==> config.mk <==
export PLATFORM = sky130hd
export DESIGN_NAME = fib_sat_counter
export DESIGN_NICKNAME = d
export VERILOG_FILES = /design/src/rtl/fib_pkg.sv /design/src/rtl/fib_sat_counter.sv
export SDC_FILE = /design/constraint.sdc
export NUM_CORES = 1
export LEC_CHECK = 0
export BUFFER_PORTS_ARGS = -buffer_cell sky130_fd_sc_hd__clkbuf_2
export CORE_AREA = 2 2 39 41
export CTS_BUF_LIST = sky130_fd_sc_hd__clkbuf_16
export DETAILED_ROUTE_END_ITERATION = 6
export DIE_AREA = 0 0 41 43
export PLACE_DENSITY = 0.59
export SYNTH_ARGS = -nofsm -noshare
export SYNTH_HDL_FRONTEND = slang
export SYNTH_SLANG_ARGS = --single-unit
==> constraint.sdc <==
create_clock -name clk -period 1.4 [get_ports clk]
set_input_delay 0.21 -clock clk [delete_from_list [all_inputs] [get_ports clk]]
set_output_delay 0.21 -clock clk [all_outputs]
set_load 0.02 [all_outputs]
==> src/rtl/fib_pkg.sv <==
// Shared types and helpers for the Fibonacci stream checker.
// Optional resync behaviour in the checker is selected by FIB_CHECK_RESYNC_EN.
package fib_pkg;

    localparam int FIB_WIDTH = 4;
    localparam int FIB_CNT_W = 8;

    typedef enum logic [2:0] {
        IDLE  = 3'd0,
        SEED0 = 3'd1,
        SEED1 = 3'd2,
        CHECK = 3'd3,
        ERROR = 3'd4
    } state_t;

    // Increment that sticks at max_v instead of wrapping.
    function automatic logic [31:0] sat_inc(input logic [31:0] v, input logic [31:0] max_v);
        return (v >= max_v) ? max_v : v + 32'd1;
    endfunction

endpackage

==> src/rtl/fib_sat_counter.sv <==
// Saturating up-counter with synchronous clear and count enable.
module fib_sat_counter
    import fib_pkg::*;
#(
    parameter int W = 8
) (
    input  logic         clk,
    input  logic         reset,
    input  logic         i_clr,
    input  logic         i_en,
    output logic [W-1:0] o_cnt
);

    localparam logic [W-1:0] CNT_MAX = '1;

    logic [W-1:0] r_cnt;

    always_ff @(posedge clk or negedge reset) begin
        if (!reset) begin
            r_cnt <= '0;
        end else if (i_clr) begin
            r_cnt <= '0;
        end else if (i_en) begin
            r_cnt <= W'(sat_inc(32'(r_cnt), 32'(CNT_MAX)));
        end
    end

    assign o_cnt = r_cnt;

endmodule

Word level (Yosys, flattened, before mapping)
Index checks and enable logic that the tools add are counted.
{ "word_totals": {"ff_bits": 8, "inputBits": 4, "output_inout_bits": 8, "wordCells": 7} }
{ "op_classes": {"add_sub_neg": 1, "magnitude_cmp": 1, "muxes": 3, "n_reduce_logical": 1} }
{ "op_table": {"columns": ["operator", "count"], "rows": [
  ["8-bit 2-to-1 mux", 3],
  ["8-bit by 1-bit adder with 8-bit output (second input constant)", 1],
  ["8-bit greater-or-equal comparator (second input constant)", 1],
  ["2-bit nonzero test", 1]
]} }

Depth between registers and ports, before layout
Gate-level depths: netlist (run 1).
{ "logic_depth": {"ltp_word": 4, "ltp_mapped": 5, "ltp_nobuf": 4} }

Worst setup path after synthesis (run 1)
No wires, ideal clock.
{ "synth_path": {"path_type": "register -> register", "start": "reg r_cnt[0] (netlist: o_cnt[0])", "end": "reg r_cnt[4] (netlist: o_cnt[4])", "setup_ns": 0.132, "arrival_time_ns": 1.285, "required_time_ns": 1.268, "path_slack_ns": -0.018, "path_stages_with_launch": 5, "path_buffers": 0, "period_less_slack_ns": 1.418, "path_cell_list": "dfrtp_1 > ha_1 > and4_1 > a211oi_1 > a211oi_1"} }
{ "synth_between": {"elab_chain_cells": 4, "word_cells_on_any_way": 5, "classes_between": "1 x add/sub; 1 x order compare; 3 x mux"} }
{ "synth_rtl": {"columns": ["element", "line_no", "source"], "rows": [
  ["start: declaration", "fib_sat_counter.sv:16", "logic [W-1:0] r_cnt;"],
  ["start signal: assignment", "fib_sat_counter.sv:24", "r_cnt <= W'(sat_inc(32'(r_cnt), 32'(CNT_MAX)));"],
  ["8-bit by 1-bit adder with 8-bit output or 8-bit greater-or-equal comparator (tied branches)", "fib_pkg.sv:18", "return (v >= max_v) ? max_v : v + 32'd1;"],
  ["8-bit 2-to-1 mux *", "fib_pkg.sv:18", null],
  ["8-bit 2-to-1 mux *", "fib_sat_counter.sv:23", "end else if (i_en) begin"],
  ["8-bit 2-to-1 mux *", "fib_sat_counter.sv:21", "end else if (i_clr) begin"]
]} }
Every way passes the cells marked *; elsewhere a longest branch is shown, timed or not. The select of a mux whose other input is x is not followed.
A chain may end at the register's enable or synchronous reset.

Final worst setup path (run 1)
Same ends and word-level chain as after synthesis.

==> results.md, run 1 <==
- Post-Layout Cell Count: just over 70
- Hold Violations, Final: 0
- RSZ-0062 raised after global routing: no
- Core Box Area: about 0.0014 mm²
- Crit path depth: 4
- Tmin final: 1.29 ns
- I/O Buffers: 11
- Number of flops mapped to enable cells by yosys: 0
- WHS Path Cells: 2
- Die Ht: 43 µm
- Total power: 0.764 mW
- Slowest-stage cell, CP: dfrtp_2
- Post-Place Cells: 67
- Unique cell type count in the Yosys netlist: 21
- I/O pin count: 12
- Initial antenna violation count: 0
- Synthesis-stage register bit count: 8
- WL per Instance: 13.4 µm
- Placed instance area: 494 µm²
- Max-slew headroom: 82.7%
- Clock Skews: 0.00251 ns
- Die W: 41 µm
- Remaining Overflow, GRT: 0
- # nets final: between 60 and 70
- Vias in the first global route: 328
- Most frequent CP cell: a211oi_1
- Crit path max fanout: 7
- All-layer global routing usage: 14.1%
- Cell Pwr Density: 1290 mW/mm²
- Initial DRC Count: 5
- R2R Setup Slk: ~0.11 ns
- Layout overhead on the synthesized area: 36.4%
- Via density: ~5.6
- Setup crit end kind: flip-flop
- Synth area leaders: dfrtp_1, a211oi_1, and4_1
- Drt drc: 0
- Post-Syn Area: 433 µm²
- Peak VDD IR: 0.000798 V
- Top_reg_cell synth: dfrtp_1
- Layout cells sized above 1: 32.7%
- Syn Nets: 47
- Status: finished clean
- Worst Path Arrival: around 1.4 ns
- Worst Path Buf+Inv: 0
- Mapped Avg Cell Area: roughly 10 µm²
- Clock sinks: 8
- Critical Path Max Stage Delay: 0.43 ns
- Max cap viols: 0
- Pins Over Slew Limit: 0
- Max Freq: 0.775 GHz
- Hold Crit Class: primary input to flip-flop
- Worst-path clk slew: 0.04 ns
- Starting Density: 31.3%
- Post-route ant nets: 0
- Pre-Repair DR Iteration Count: 4
- First-pass GRT wire length: between 1500 and 2000 µm
- Max reg flops: 8
- CP startpoint kind: flip-flop
- Design area: roughly 590 µm²
- Synth Area in Compound Gates: ~25%
- Via count: ~400
- Simple-gate share of the synthesized area: 17.3%
- CTS tree: done
- Final wirelength: 949 µm
- Largest net degree at the start of global routing: 10
- Leak: 0.264 nW
- Post-Synth XOR/XNOR Area: 0%
- Multiplexer share of the synthesized area: 0%
- Largest family of logic cells by synthesized area: compound AO/OA/AOI/OAI gates
- Worst path cell trace: ha_4, and4_1, a211oi_1, a211oi_1
- Worst path top cell family by delay: flip-flops
- Gate Count Post-Synth: 42
- Synth area leader: dfrtp_1
- Post-synthesis adder-cell area fraction: about 2.9%
- R2R cell count: 4
- CTS Root Cell: clkbuf_16
- Diode count: 0
- Most frequent cells in the layout: clkbuf_2, dfrtp_1, a211oi_1, a31oi_1
- Worst Tran Pin Value: approximately 0.26 ns
- Final Cycle Share: 92.1%
- Yosys top cell area share: 46.2%
- Final setup violation count: 0
- Setup TNS: 0 ns
- Site Rows: 14
- Async SR Flop Fraction: 100%
- Inserted Clock Buffers: 3
- Most common cell after layout, fill and taps aside: clkbuf_2
- Die area: around 0.0018 mm²
- Routability cong.: 0.744
- CP Class: flip-flop to flip-flop
- Dpl hpwl: 679 µm
- CP required: 1.51 ns
- H-Tree Depth: 1
- Synth warn: 0
- Post-CTS setup buffer count: 0
- Worst-Skew Late Latency: 0.23 ns
- Clock Path Buffers: 2
- Fin Hold WS: 0.259 ns
- Sequential area share after synthesis: 46.2%
- # fillers: approximately 150
path summary, 6_finish.rpt:
kind | from | end
max | o_cnt[0] | o_cnt[4]
min | i_clr | o_cnt[5]
max reg2reg | o_cnt[0] | o_cnt[4]
min reg2reg | o_cnt[0] | o_cnt[0]
max in group asynchronous | reset | o_cnt[0]
min in group asynchronous | reset | o_cnt[5]
synth_stat cells, types with 2 or more instances:
| cell | number |
|---|---|
| nor3_1 | 2 |
| a21oi_1 | 3 |
| dfrtp_1 | 8 |
| and4_1 | 3 |
| o21bai_1 | 2 |
| nand4_1 | 2 |
| buf_6 | 2 |
| a31oi_1 | 4 |
| a211oi_1 | 4 |
per-stage QoR:
step	setup WS (ns)	util [%]
final	0.110	42.7
after global routing	0.0209	42.7
after CTS	0.0537	41.9
after detailed placement	0.0719	35.7
after global placement	0.0864	35.7
after floorplan	0.0333	-
power breakdown:
group,switching [mW],total (mW),leakage [nW],internal (mW)
clock network,0.105,0.472,0.0370,0.368
registers,0.00863,0.247,0.108,0.238
logic,0.0268,0.0449,0.119,0.0181
total,0.140,0.764,0.264,0.624
layer usage:
metal	share of wire (%)	wire (µm)	vias to the layer above	track usage [%]
met5	0	0	-	0
li1	-	-	195	-
met4	2.3	22	0	12.0
met3	6.0	57	2	7.85
met1	46	432	188	17.3
met2	46	437	16	16.9
logic make-up (layout without fill, tap and decap cells):
| group | count (synthesis) | count (layout) |
|---|---|---|
| AOI/OAI and AO/OA | 16 | 16 |
| and+or+nand+nor | 12 | 12 |
| DFF | 8 | 8 |
| buffers and inverters | 5 | 18 |
| adders and majority gates | 1 | 1 |
final cells by class:
| class | count | area, µm² | area share, % |
|---|---|---|---|
| Timing Repair Buffer | 14 | 80.1 | 13.6 |
| Inverter | 1 | 3.75 | 0.636 |
| Clock buffer | 3 | 75.1 | 12.7 |
| Multi-Input combinational cell | 29 | 210 | 35.6 |
| Sequential cell | 8 | 201 | 34.1 |
| Tap cell | 16 | 20.0 | 3.39 |
what timing repair did:
item | CTS | global route
hold buffers | 1 | 0
endpoints found under the hold margin | 8 | 0
endpoints found under the setup margin | 0 | 2
resized for setup | 0 | 2
Note: power is estimated with default switching activity, not from simulation.
==> inputs of run 2 (changes only) <==
Settings changed: SETUP_SLACK_MARGIN set to 0.5.
==> results.md, run 2 (synthesis results as in run 1) <==
- Status: finished clean
- Clock sinks: 8
- Pins Over Slew Limit: 0
- Max Freq: 0.870 GHz
- Initial antenna violation count: 0
- Dpl hpwl: 685 µm
- Remaining Overflow, GRT: 0
- Inserted Clock Buffers: 3
- Hold Crit Class: primary input to flip-flop
- Gate power share: 9.9%
- Die W: 41 µm
- Clock Skews: 0.000831 ns
- I/O pin count: 12
- CP required: roughly 1.5 ns
- Max cap viols: 0
- Net load switching power: roughly 0.17 mW
- Internal power: 0.656 mW
- Worst Path Buf+Inv: 0
- Die Ht: 43 µm
- Worst path top cell family by delay: flip-flops
- Layout cells sized above 1: 67.7%
- # nets final: 71
- Final core utilization: 57.9%
- Peak VDD IR: 0.000674 V
- Layout overhead on the synthesized area: 85.0%
- Max reg flops: 8
- Diode count: 0
- Most frequent CP cell: a211oi_2
- Critical Path Max Stage Delay: 0.43 ns
- CTS Root Cell: clkbuf_16
- Worst path cell trace: ha_4, and4_4, a211oi_2, a211oi_2
- Final setup violation count: 0
- Vias in the first global route: between 400 and 500
- Hold Violations, Final: 0
- Cell Pwr Density: between 1000 and 1500 mW/mm²
- Site Rows: 14
- Die area: between 0.0015 and 0.002 mm²
- Flop pwr share: 30.0%
- Via density: 5.43
- Via count: 440
- Most common cell after layout, fill and taps aside: buf_4
- Fin Hold WS: 0.263 ns
- Worst Tran Pin Value: 0.211 ns
- Most frequent cells in the layout: buf_4, dfrtp_2, buf_8
- Worst setup margin: 0.251 ns
- Worst Path Arrival: 1.26 ns
- Clock Path Buffers: 2
- First-pass GRT wire length: approximately 1900 µm
- Setup TNS: 0 ns
- Leak: 0.330 nW
- Pre-Repair DR Iteration Count: 4
- RSZ-0062 raised after global routing: yes
- Max-slew headroom: 85.9%
- Initial DRC Count: 5
- # fillers: 125
- Drt drc: 0
- H-Tree Depth: 1
- Final wirelength: approximately 1100 µm
- Worst-path clk slew: 0.04 ns
- Clock power share: between 60% and 70%
- Tmin final: roughly 1.1 ns
- Final Cycle Share: 82.1%
- CTS tree: done
- Core Box Area: 0.00138 mm²
- Setup crit end kind: flip-flop
- Crit path max fanout: 6
- Largest net degree at the start of global routing: 9
- Sw Ratio: approximately 20%
- Total power: 0.824 mW
- CP Class: flip-flop to flip-flop
- Slowest-stage cell, CP: dfrtp_2
- CP startpoint kind: flip-flop
- Starting Density: 31.3%
- Worst-Skew Late Latency: 0.23 ns
- WL per Instance: 13.4 µm
- I/O Buffers: 11
- Post-place setup slack: 0.196 ns
- Routability cong.: 0.730
- All-layer global routing usage: 16.4%
- Post-route ant nets: 0
## run 2: cell count changes in the layout (fill, tap and decap cells not counted), moves of 4 or more
cell      delta
a211oi_1     -4
a211oi_2     +4
buf_4        +7
buf_8        +7
clkbuf_2     -8
dfrtp_1      -7
dfrtp_2      +7
## run 2: what timing repair did
action | CTS | global route
setup buffers | 10 | 0
pin swaps | 6 | 8
hold buffers | 1 | 0
setup endpoints to repair | 16 | 16
hold endpoints to repair | 8 | 0
gates resized for setup | 17 | 17
## run 2: cell type report
cell class                      instances  area (µm²)  share of cell area [%]
Clock buffer                            3        75.1                    9.38
Clock inverter                          1        3.75                   0.469
Inverter                                1        3.75                   0.469
Multi-Input combinational cell         29         256                    32.0
Sequential cell                         8         210                    26.3
Tap cell                               16        20.0                    2.50
Timing Repair Buffer                   23         231                    28.9
## run 2: path summary, 6_finish.rpt
check	start	to	slack (ns)	depth (start not counted)
setup / recovery	o_cnt[0]	o_cnt[4]	0.25	4
hold / removal	i_clr	o_cnt[6]	0.26	2
setup reg to reg	o_cnt[0]	o_cnt[4]	0.25	4
hold reg to reg	o_cnt[6]	o_cnt[6]	0.51	1
max in group asynchronous	reset	o_cnt[7]	0.85	2
min in group asynchronous	reset	o_cnt[1]	0.35	2
## run 2: routing by layer
metal  wire length, µm  global-route usage, %  vias up
met5                 0                      0        -
met4                27                   8.00        0
met3                53                   6.28        2
met2               526                   22.8       14
met1               478                   21.4      212
li1                  -                      -      212
## run 2: power by group through the flow
stage | Clock [mW] | Combinational, mW | Sequential, mW
floorplan | 0 | 0.0227 | 0.257
global route | 0.516 | 0.0888 | 0.248
CTS | 0.502 | 0.0757 | 0.246
detailed placement | 0 | 0.0456 | 0.251
finish | 0.495 | 0.0819 | 0.247
global placement | 0 | 0.0457 | 0.251
## run 2: per-stage QoR
| step | instances | instance area [µm²] |
|---|---|---|
| 3_3_place_gp | 66 | 517 |
| 3_5_place_dp | 66 | 517 |
| 4_1_cts | 81 | 757 |
| 6_report | 81 | 801 |
| 2_1_floorplan | 42 | 472 |
| 5_1_grt | 81 | 801 |
==> inputs of run 3 (changes only) <==
Settings changed: ABC_AREA set to 1, PLACE_DENSITY 0.59 to 0.66.
Clock period 1.4 ns to 1 ns, I/O delays scaled along.
==> results.md, run 3 <==
- Async SR Flop Fraction: 100%
- Max-slew headroom: 77.9%
- Max cap viols: 0
- R2R Setup Slk: -0.16 ns
- Routability cong.: 0.833
- Die W: between 40 and 50 µm
- Final wirelength: 1310 µm
- Hold Crit Class: primary input to async pin
- Inserted Clock Buffers: 3
- Status: finished with violations
- Via density: approximately 5.0
- Post-route ant nets: 0
- Top post-synthesis cells by count: nand2_1, inv_1, nand3_1, dfrtp_1, nor2_1
- Initial DRC Count: 14
- Hold Violations, Final: 8
- Worst setup margin: -0.165 ns
- Peak VDD IR: 0.000768 V
- Dpl hpwl: 921 µm
- Final setup violation count: 13
- Most common cell after layout, fill and taps aside: nand2_1
- Worst Path Arrival: approximately 1.3 ns
- RSZ-0062 raised after global routing: yes
- Number of flops mapped to enable cells by yosys: 0
- Crit path max fanout: 7
- H-Tree Depth: 1
- I/O Buffers: 11
- Post-Syn Area: 497 µm²
- Leak: 0.433 nW
- Most frequent cells in the layout: nand2_1, inv_1, dfrtp_2
- Die Ht: 43 µm
- Synth area leaders: dfrtp_1, nand2_1, nand3_1
- CP required: between 1 and 1.5 ns
- Mapped Avg Cell Area: 7.00 µm²
- # fillers: 117
- Synth area leader: dfrtp_1
- Worst-Skew Late Latency: 0.24 ns
- Cell Pwr Density: roughly 1300 mW/mm²
- Design area: around 860 µm²
- First-pass GRT wire length: about 2200 µm
- Largest net degree at the start of global routing: 9
- Via count: roughly 550
- Vias in the first global route: about 520
- Clock Path Buffers: 2
- CP Class: flip-flop to flip-flop
- Sequential area share after synthesis: between 40% and 50%
- Post-place setup slack: -0.153 ns
- Area occupied by registers: roughly 210 µm²
- CTS Root Cell: clkbuf_16
- Setup crit end kind: flip-flop
- Gate Count Post-Synth: 71
- CTS tree: done
- Clock Skews: 0.00394 ns
- I/O pin count: 12
- Tmin final: roughly 1.2 ns
- Synthesis-stage register bit count: 8
- Unique cell type count in the Yosys netlist: 14
- Pins Over Slew Limit: 0
- Top_reg_cell synth: dfrtp_1
- Layout cells sized above 1: ~46%
- All-layer global routing usage: between 10% and 20%
- WL per Instance: 11.8 µm
- Core Box Area: ~0.0014 mm²
- Count leader, synth: nand2_1
- Placed instance area: 669 µm²
- Max reg flops: 8
- CP startpoint kind: flip-flop
- Setup TNS: -1.45 ns
- Drt drc: 0
- Worst Tran Pin Value: 0.332 ns
- Site Rows: 14
- Diode count: 0
- # nets final: 102
- Synth warn: 0
- Syn Nets: 76
- Yosys top cell area share: 40.3%
- Pre-Repair DR Iteration Count: 4
- Starting Density: 35.9%
- Fin Hold WS: -0.235 ns
- Layout overhead on the synthesized area: 73.6%
- Reg-to-reg endpoint: o_cnt[7]
- R2R cell count: 7
- R2R Path Start: o_cnt[1]
- Initial antenna violation count: 0
- Failing checks: hold timing, setup timing
- Remaining Overflow, GRT: 0
- Clock sinks: 8
- Worst-path clk slew: approximately 0.040 ns
- Final Cycle Share: 116%
- Area occupied by multi-input gates: 294 µm²
- Die area: 0.00176 mm²
- Max Freq: 0.858 GHz
run 3: final cells by class:
class                           instances  share of cell area [%]
Multi-Input combinational cell         52                    34.1
Timing Repair Buffer                   21                    25.4
Sequential cell                         8                    24.4
Clock buffer                            3                    8.71
Inverter                               11                    5.08
Tap cell                               16                    2.32
run 3: repair_timing:
action | CTS | global route
gates resized for setup | 19 | 8
gates cloned | 0 | 0
setup buffers | 2 | 0
pin swaps | 3 | 2
setup endpoints to repair | 16 | 16
endpoints found under the hold margin | 8 | 8
run 3: layer usage:
layer	share of wire (%)	GRT usage, %	wire length, µm	vias up
met3	3.2	4.71	42	4
met5	0	0	0	-
li1	-	-	-	271
met2	50	27.5	656	13
met1	44	24.3	578	263
met4	2.4	12.7	32	0
run 3: how the worst max path moves through the flow:
stage	from	endpoint	slack (ns)	cells after the start
finish	o_cnt[1]	o_cnt[7]	-0.16	7
global route	o_cnt[1]	o_cnt[2]	-0.22	7
CTS	o_cnt[1]	o_cnt[2]	-0.14	7
detailed placement	o_cnt[1]	o_cnt[5]	-0.15	7
global placement	o_cnt[1]	o_cnt[3]	-0.11	7
floorplan	o_cnt[1]	o_cnt[7]	-0.14	7
run 3: stage by stage:
| stage | instances | power [mW] | utilization, % | hold WS (ns) |
|---|---|---|---|---|
| floorplan | 71 | 0.390 | - | -0.146 |
| global placement | 106 | 0.437 | 48.4 | 0.0151 |
| detailed placement | 106 | 0.438 | 48.4 | 0.0195 |
| CTS | 111 | 1.14 | 61.1 | -0.228 |
| global route | 111 | 1.17 | 62.3 | -0.218 |
| finish | 111 | 1.14 | 62.3 | -0.235 |
run 3: worst max-delay path, cell delays in order, from the launching register on:
cell     delay, ns
dfrtp_2       0.44
ha_4          0.18
nand2_4       0.06
inv_4         0.05
nand3_4       0.11
nand3_1       0.09
nand2_1       0.07
nand2_1       0.05
run 3: kinds of logic after synthesis:
group,after synthesis,share of synthesized area (%)
compound gates,7,7.81
buf+inv,11,8.31
flops,8,40.3
simple gates,44,41.1
fa+ha+maj,1,2.52
run 3: power breakdown:
part	internal [mW]	leakage, nW	switching (mW)
Sequential	0.334	0.0974	0.0117
Clock	0.517	0.0370	0.168
Combinational	0.0515	0.299	0.0544
